==> config.mk <==
export PLATFORM = sky130hd
export DESIGN_NAME = tanh_seq_ctrl
export DESIGN_NICKNAME = d
export VERILOG_FILES = /design/src/rtl/tanh_pkg.sv /design/src/rtl/tanh_wdog.sv /design/src/rtl/tanh_seq_ctrl.sv
export SDC_FILE = /design/constraint.sdc
export NUM_CORES = 1
export LEC_CHECK = 0
export CAP_MARGIN = 20
export CORE_MARGIN = 2
export CORE_UTILIZATION = 33
export CTS_CLUSTER_SIZE = 28
export DETAILED_ROUTE_END_ITERATION = 10
export HOLD_SLACK_MARGIN = 0.1
export PLACE_DENSITY_LB_ADDON = 0.15
export SYNTH_ARGS = -nofsm -noshare
export SYNTH_HDL_FRONTEND = slang
export SYNTH_SLANG_ARGS = --single-unit
==> constraint.sdc <==
create_clock -name Clk -period 1.89 [get_ports Clk]
set_input_delay 0.189 -clock Clk [delete_from_list [all_inputs] [get_ports Clk]]
set_output_delay 0.189 -clock Clk [all_outputs]
set_load 0.02 [all_outputs]
==> src/rtl/tanh_pkg.sv <==
// Shared types and constants for the tanh CORDIC front-end sequencer.
package tanh_pkg;
    localparam int WI  = 4;
    localparam int WF  = 16;
    localparam int WIO = 8;
    localparam int WFO = 16;
    localparam int WX  = WI + WF;
    localparam int WO  = WIO + WFO;

    typedef enum logic [1:0] {IDLE, LAUNCH, WAIT, HOLD} state_t;

    localparam logic signed [WO-1:0] ONE_O       = {{(WIO-1){1'b0}}, 1'b1, {WFO{1'b0}}};
    localparam logic signed [WO-1:0] MINUS_ONE_O = -ONE_O;

    localparam logic signed [WX-1:0] SAT_TH_DFLT  = 20'sh64000;
    localparam int                   TMO_CYC_DFLT = 64;
endpackage

==> src/rtl/tanh_wdog.sv <==
// Watchdog for the WAIT state: clearable, enabled up-counter with terminal-count flag.
module tanh_wdog #(
    parameter int TMO_CYC = 64
) (
    input  logic Clk,
    input  logic Rst,
    input  logic clr,
    input  logic en,
    output logic tc
);
    localparam int CW = (TMO_CYC > 1) ? $clog2(TMO_CYC) : 1;

    logic [CW-1:0] count;

    always_ff @(posedge Clk) begin
        if (Rst || clr)
            count <= '0;
        else if (en)
            count <= count + CW'(1);
    end

    assign tc = (count == CW'(TMO_CYC - 1));
endmodule

==> src/rtl/tanh_seq_ctrl.sv <==
// Sequencer around myCordic: input handshake, bypass for large |X|, core launch
// with watchdog, result clamp to [-1, +1], and a held valid/ready output.
module tanh_seq_ctrl
    import tanh_pkg::*;
#(
    parameter int                          WI      = tanh_pkg::WI,
    parameter int                          WF      = tanh_pkg::WF,
    parameter int                          WIO     = tanh_pkg::WIO,
    parameter int                          WFO     = tanh_pkg::WFO,
    parameter logic signed [WI+WF-1:0]     SAT_TH  = SAT_TH_DFLT,
    parameter int                          TMO_CYC = TMO_CYC_DFLT
) (
    input  logic                 Clk,
    input  logic                 Rst,
    input  logic                 InValid,
    output logic                 InReady,
    input  logic [WI+WF-1:0]     InX,
    output logic                 CStart,
    output logic [WI+WF-1:0]     CX,
    input  logic                 CDone,
    input  logic [WIO+WFO-1:0]   CTanh,
    output logic                 OutValid,
    input  logic                 OutReady,
    output logic [WIO+WFO-1:0]   OutY,
    output logic                 OutSat,
    output logic                 OutErr
);
    localparam int NX = WI + WF;
    localparam int NO = WIO + WFO;

    localparam logic signed [NX-1:0] NEG_TH = -SAT_TH;
    localparam logic signed [NX-1:0] MIN_X  = {1'b1, {(NX-1){1'b0}}};
    localparam logic signed [NO-1:0] ONE    = {{(WIO-1){1'b0}}, 1'b1, {WFO{1'b0}}};
    localparam logic signed [NO-1:0] M_ONE  = -ONE;

    state_t state, state_nxt;

    logic                 tc;
    logic                 bypass;
    logic                 clamped;
    logic signed [NX-1:0] x_s;
    logic signed [NO-1:0] t_s;
    logic signed [NO-1:0] clamp_y;

    logic [NX-1:0] arg;
    logic [NO-1:0] result;
    logic          sat_flag;
    logic          err_flag;

    // The most-negative code has no positive counterpart, so it saturates too.
    assign x_s    = InX;
    assign bypass = (x_s >= SAT_TH) || (x_s <= NEG_TH) || (x_s == MIN_X);

    assign t_s = CTanh;
    always_comb begin
        clamp_y = t_s;
        clamped = 1'b0;
        if (t_s > ONE) begin
            clamp_y = ONE;
            clamped = 1'b1;
        end else if (t_s < M_ONE) begin
            clamp_y = M_ONE;
            clamped = 1'b1;
        end
    end

    tanh_wdog #(.TMO_CYC(TMO_CYC)) u_wdog (
        .Clk (Clk),
        .Rst (Rst),
        .clr (state == LAUNCH),
        .en  (state == WAIT),
        .tc  (tc)
    );

    always_ff @(posedge Clk) begin
        if (Rst)
            state <= IDLE;
        else
            state <= state_nxt;
    end

    always_comb begin
        state_nxt = state;
        case (state)
            IDLE:    if (InValid) state_nxt = bypass ? HOLD : LAUNCH;
            LAUNCH:  state_nxt = WAIT;
            WAIT:    if (CDone || tc) state_nxt = HOLD;
            HOLD:    if (OutReady) state_nxt = IDLE;
            default: state_nxt = IDLE;
        endcase
    end

    always_comb begin
        InReady  = 1'b0;
        CStart   = 1'b0;
        OutValid = 1'b0;
        case (state)
            IDLE:    InReady  = 1'b1;
            LAUNCH:  CStart   = 1'b1;
            HOLD:    OutValid = 1'b1;
            default: ;
        endcase
    end

    // Result registers only change on acceptance or WAIT exit, so HOLD keeps them stable.
    always_ff @(posedge Clk) begin
        if (Rst) begin
            arg      <= '0;
            result   <= '0;
            sat_flag <= 1'b0;
            err_flag <= 1'b0;
        end else begin
            case (state)
                IDLE: if (InValid) begin
                    arg <= InX;
                    if (bypass) begin
                        result   <= InX[NX-1] ? M_ONE : ONE;
                        sat_flag <= 1'b1;
                        err_flag <= 1'b0;
                    end
                end
                WAIT: if (CDone) begin
                    result   <= clamp_y;
                    sat_flag <= clamped;
                    err_flag <= 1'b0;
                end else if (tc) begin
                    result   <= '0;
                    sat_flag <= 1'b0;
                    err_flag <= 1'b1;
                end
                default: ;
            endcase
        end
    end

    assign CX     = arg;
    assign OutY   = result;
    assign OutSat = sat_flag;
    assign OutErr = err_flag;
endmodule

* Word level (Yosys, flattened, before mapping)
Cells that the tools add are included.
Storage, ports and cells: register bits 54
Cells by class: multiplexer cells 28, equal/unequal tests 10, magnitude comparators 4, reductions and logical operators 9, $add $sub $neg 1
Operators by type and width (count):
- $mux W24 | 7
- $pmux W24 S2 | 1
- $gt A24 B18 Y1 const B | 1
- $lt A24 B17 Y1 const B | 1
- $eq A20 B20 Y1 const B | 1
- $ge A20 B20 Y1 const B | 1
- $le A20 B20 Y1 const B | 1
- $mux W1 | 13
- $mux W2 | 4
- $ne A2 B2 Y1 const B | 4
- $pmux W2 S4 | 1
- $add A6 B1 Y6 const B | 1
- $eq A6 B6 Y1 const B | 1
- $eq A2 B2 Y1 const B | 2
- $logic_or A1 B1 Y1 | 4
- $pmux W1 S2 | 2
- $reduce_and A4 Y1 | 1
- $ne A3 B3 Y1 const B | 1
- $reduce_and A3 Y1 | 1
- $eq A2 B1 Y1 const B | 1
- $logic_not A2 Y1 | 1
- $reduce_and A2 Y1 | 1
- $reduce_bool A2 Y1 | 1

* Longest topological paths before layout
depth in word-level cells 6, mapped depth 9

* Modules after synthesis
From an unflattened synthesis, not the netlist that was laid out.
Second synthesis, totals: cells, all modules 285, area total of the unflattened synthesis 2419.8 µm²
Modules (own cells, without submodules):
- tanh_seq_ctrl | cells each 256, area each 2158.3 µm², instances 1
- tanh_wdog | cells each 29, area each 261.5 µm², instances 1

* Worst setup path after synthesis
No wires, ideal clock.
path kind register to register, from register state[0], to register err_flag, in the netlist OutErr, slack -0.129 ns, stages on the path, launching flop included 10, library setup time 0.117 ns, data arrival time 1.902 ns, cells stage by stage dfxtp_1 > inv_1 > ha_1 > and2_1 > a21oi_1 > or2_1 > buf_2 > a21o_1 > buf_6 > a32o_1
On the way: word-level cells in the longest chain between the ends 3, elaborated cells between the ends (all ways) 8, those cells by class eq/ne: 4; mux: 1; reduce/logical: 3
RTL lines:
- start: declaration | line tanh_seq_ctrl.sv:36 | state_t state, state_nxt;
- start signal: assignment | line tanh_seq_ctrl.sv:79 | state <= state_nxt;
- $eq A2 B2 Y1 / $logic_not A2 Y1 (equally long branches) | line tanh_seq_ctrl.sv:113 | case (state)
- $ne A3 B3 Y1 (no source line) (tied with other cells)
- $reduce_and A4 Y1 (no source line)
- end signal: assignment | line tanh_seq_ctrl.sv:111 | err_flag <= 1'b0;
- end signal: assignment | line tanh_seq_ctrl.sv:119 | err_flag <= 1'b0;
- end signal: assignment | line tanh_seq_ctrl.sv:125 | err_flag <= 1'b0;
- end: declaration | line tanh_seq_ctrl.sv:48 | logic err_flag;
Parallel ways exist; a longest one is shown, timed or not. A chain may end at the register's enable or synchronous reset.

* Worst setup path after layout
from register u_wdog.count[1], to register result[12], in the netlist OutY[12]
On the way: word-level cells in the longest chain between the ends 3
RTL lines:
- start: declaration | line tanh_wdog.sv:13 | logic [CW-1:0] count;
- start signal: assignment | line tanh_wdog.sv:19 | count <= count + CW'(1);
- $eq A6 B6 Y1 | line tanh_wdog.sv:22 | assign tc = (count == CW'(TMO_CYC - 1));
- $ne A3 B3 Y1 (no source line)
- $reduce_and A4 Y1 (no source line)
- end signal: assignment | line tanh_seq_ctrl.sv:117 | result <= InX[NX-1] ? M_ONE : ONE;
- end signal: assignment | line tanh_seq_ctrl.sv:123 | result <= clamp_y;
- end: declaration | line tanh_seq_ctrl.sv:46 | logic [NO-1:0] result;
Every way passes these cells.

==> qor.csv <==
stage;metric;value;unit
synth;Yosys top cell by area;dfxtp_1;
grt;Congestion Overflow GR;0;
grt;gr usage total;17.97;%
placed_design;Placer Congestion;0.8223;
synth;Synth Warn #;0;
synth;syn nets;361;
die;Die Span Y;91.69;um
setup_path;CP max stage delay;0.37;ns
hold_path;critical hold path startpoint;InX[0];
synth;sequential fraction of the synthesis area;42.60;%
final_layout;share of layout cells above drive strength 1;19.64;%
cts;clock latency on the worst-skew pair;0.32;ns
routing;DR pass1 iterations;4;
cts;CTS Hold Buffers Added;0;
die;DIE AREA;8407;um^2
cts;maximum root-to-sink buffer count;2;
synth;synthesized flop and latch total;54;
synth;mean post-synth cell area;8.292;um^2
sta;fmax;546.9;MHz
synth;top cells by area, synth;dfxtp_1, nand2_1, mux2i_1;
die;Die Span X;91.69;um
synth;most frequent cell after synthesis;nand2_1;
cts;CTS tree;done;
grt;vias in the first global route;2585;
grt;largest net degree at the start of global routing;24;
die;effective utilization at floorplan;34.61;%
run;maxcap violations;0;
setup_path;crit path kind;flop to flop;
cts;Num CTS Buffers;5;
sta;Setup TNS;0;ns
placed_design;PortBufs;97;
hold_path;hold depth;3;
synth;cell area after synthesis;2537;um^2
setup_path;Critical Path Slowest Stage Cell;dfxtp_2;
setup_path;CP Depth;8;
synth;Post-synth top cells;nand2_1, dfxtp_1, a21oi_1, mux2i_1, nor2_1;
final_layout;n_diodes;0;
setup_path;Worst setup EP type;flop;
power;Max rail drop VDD;499.5;uV
setup_path;Top delay family on crit path;flip-flops;
routing;total number of vias;2604;
cts;Root Driver;clkbuf_8;
placed_design;Inst Count DP;530;
routing;wire length per cell;13.97;um
placed_design;placed cell area;3919;um^2
grt;first-pass GRT wire length;12360;um
cts;clock sink count;54;
final_layout;post-route insts no fill;542;
setup_path;Worst EP required;2.13;ns
sta;Clock Skew;0.01131;ns
status;status;finished, final reports clean;
die;num rows;31;
sta;max-slew violations;0;
routing;DRT Wirelength;7571;um
sta;Worst-Margin Slew;0.3674;ns
setup_path;buffer and inverter count on the worst path;2;
setup_path;worst setup path start;u_wdog.count[1];
sta;Final min period;1.829;ns
routing;DRT iter0 DRCs;77;
synth;distinct cell type count after synthesis;47;
die;IO Count;98;
power;LEAKAGE;1.620;nW
sta;period utilization;96.75;%
sta;Setup Viol. Count Final;0;
synth;dominant synthesized flop cell;dfxtp_1;
setup_path;CP arrival;2.07;ns
grt;initial antenna violation count;0;
final_layout;Area Overhead vs Synth;65.29;%
synth;Post-synth ARST share;0;%
cts;H-tree levels;2;
setup_path;CP startpoint kind;flop;
cts;Worst-path clk slew;0.12;ns
placed_design;detailed placement HPWL;5615;um
final_layout;fin area;4194;um^2
sta;final hold vios;0;
die;Core ar.;7331;um^2
setup_path;r2r worst-path depth;8;
routing;Vias/cell;4.804;
synth;post-synth top area share;42.60;%
synth;EDFF count, synth;0;
setup_path;worst path cell trace;ha_2 > nand3_2 > o21ba_4 > or2_4 > buf_4 > a21oi_2 > buf_6 > mux2i_1;
routing;# DRC;0;
hold_path;HP Class;input pin to flop;
routing;DRT antenna net count;0;
setup_path;Crit Reg-Reg Startpoint;u_wdog.count[1];
sta;Slew headroom;75.20;%
final_layout;Final #Nets;497;
power;power per standard cell area;1005;nW/um^2
setup_path;CP Max Fanout;7;
synth;Syn Inst Count;306;
repair_timing:
action	CTS	global route
gates resized for setup	21	30
cloned	1	1
endpoints found under the setup margin	23	21
pin swaps	4	10
setup buffers	2	0
logic make-up (layout without fill, tap and decap cells):
group | after synthesis | count (layout) | share of synthesized area (%)
simple gates | 151 | 151 | 28.30
flops | 54 | 54 | 42.60
buf+inv | 22 | 158 | 3.994
xor+xnor | 4 | 4 | 1.381
fa+ha+maj | 6 | 6 | 2.959
compound gates | 51 | 52 | 13.66
mux | 18 | 18 | 7.100
cell type report:
class / count / area (um^2)
fillers: 666 / 3137
multi-input cells: 231 / 1483
repair buffers: 144 / 1360
flip-flops and latches: 54 / 1085
well taps: 99 / 123.9
clock buffers: 5 / 68.82
clock inverters: 3 / 48.80
inverters: 6 / 25.02
report_power, final:
part / internal [mW] / switching, mW / total (mW)
sequential: 1.29 / 0.0864 / 1.38
combinational: 0.997 / 1.02 / 2.01
clock: 0.405 / 0.421 / 0.826
total: 2.69 / 1.52 / 4.22
placed cells by master (no fill, tap or decap), types with 3 or more instances in the layout:
master	Yosys	final
buf_6	2	5
ha_4	0	3
nand2_1	82	81
nor4_1	7	4
a21oi_1	24	24
clkbuf_8	0	5
nor2b_1	7	7
a32o_1	7	7
mux2i_1	18	18
clkdlybuf4s15_1	0	4
buf_4	0	40
nor3_1	10	10
inv_1	6	5
clkdlybuf4s50_1	0	87
dfxtp_2	0	3
dfxtp_1	54	51
nand4_1	6	6
nand2b_1	5	5
nor4_2	1	4
nor2_1	15	15
xor2_1	3	3
clkbuf_2	0	4
metal layers:
metal / track usage (%) / routed length [um] / up-vias
li1: - / - / 1337
met5: 0 / 0 / -
met3: 5.423 / 448 / 6
met1: 22.89 / 3482 / 1208
met2: 29.72 / 3552 / 53
met4: 4.602 / 87 / 0
worst paths after layout:
kind | to | slack [ns]
worst min-delay path | CX[0] | 0.17
worst max register to register | OutY[12] | 0.06
worst max-delay path | OutY[12] | 0.06
worst min register to register | CX[10] | 0.46
worst min-delay path: cells and delay by family:
family / cells / cell delay, ns
buf+inv: 1 / 0.14
simple gates: 1 / 0.06
compound gates: 1 / 0.05
through the flow:
stage | utilization, % | hold slack, ns | setup WS, ns | power [mW]
after floorplan | - | 0.3250 | 0.0009177 | 2.443
after global placement | 53.46 | 0.4417 | -0.5097 | 3.250
after detailed placement | 53.46 | 0.4484 | -0.5805 | 3.267
after CTS | 56.26 | 0.4380 | 0.005759 | 4.131
after global routing | 57.21 | 0.1710 | -0.02929 | 4.474
final | 57.21 | 0.1712 | 0.06135 | 4.216
flip-flops by register name, summed over array words and instances (netlist names):
signal and cells:
OutY 24, CX 20, u_wdog.count 6, state 2
OutErr 1, OutSat 1
Note: power is estimated with default switching activity, not from simulation.
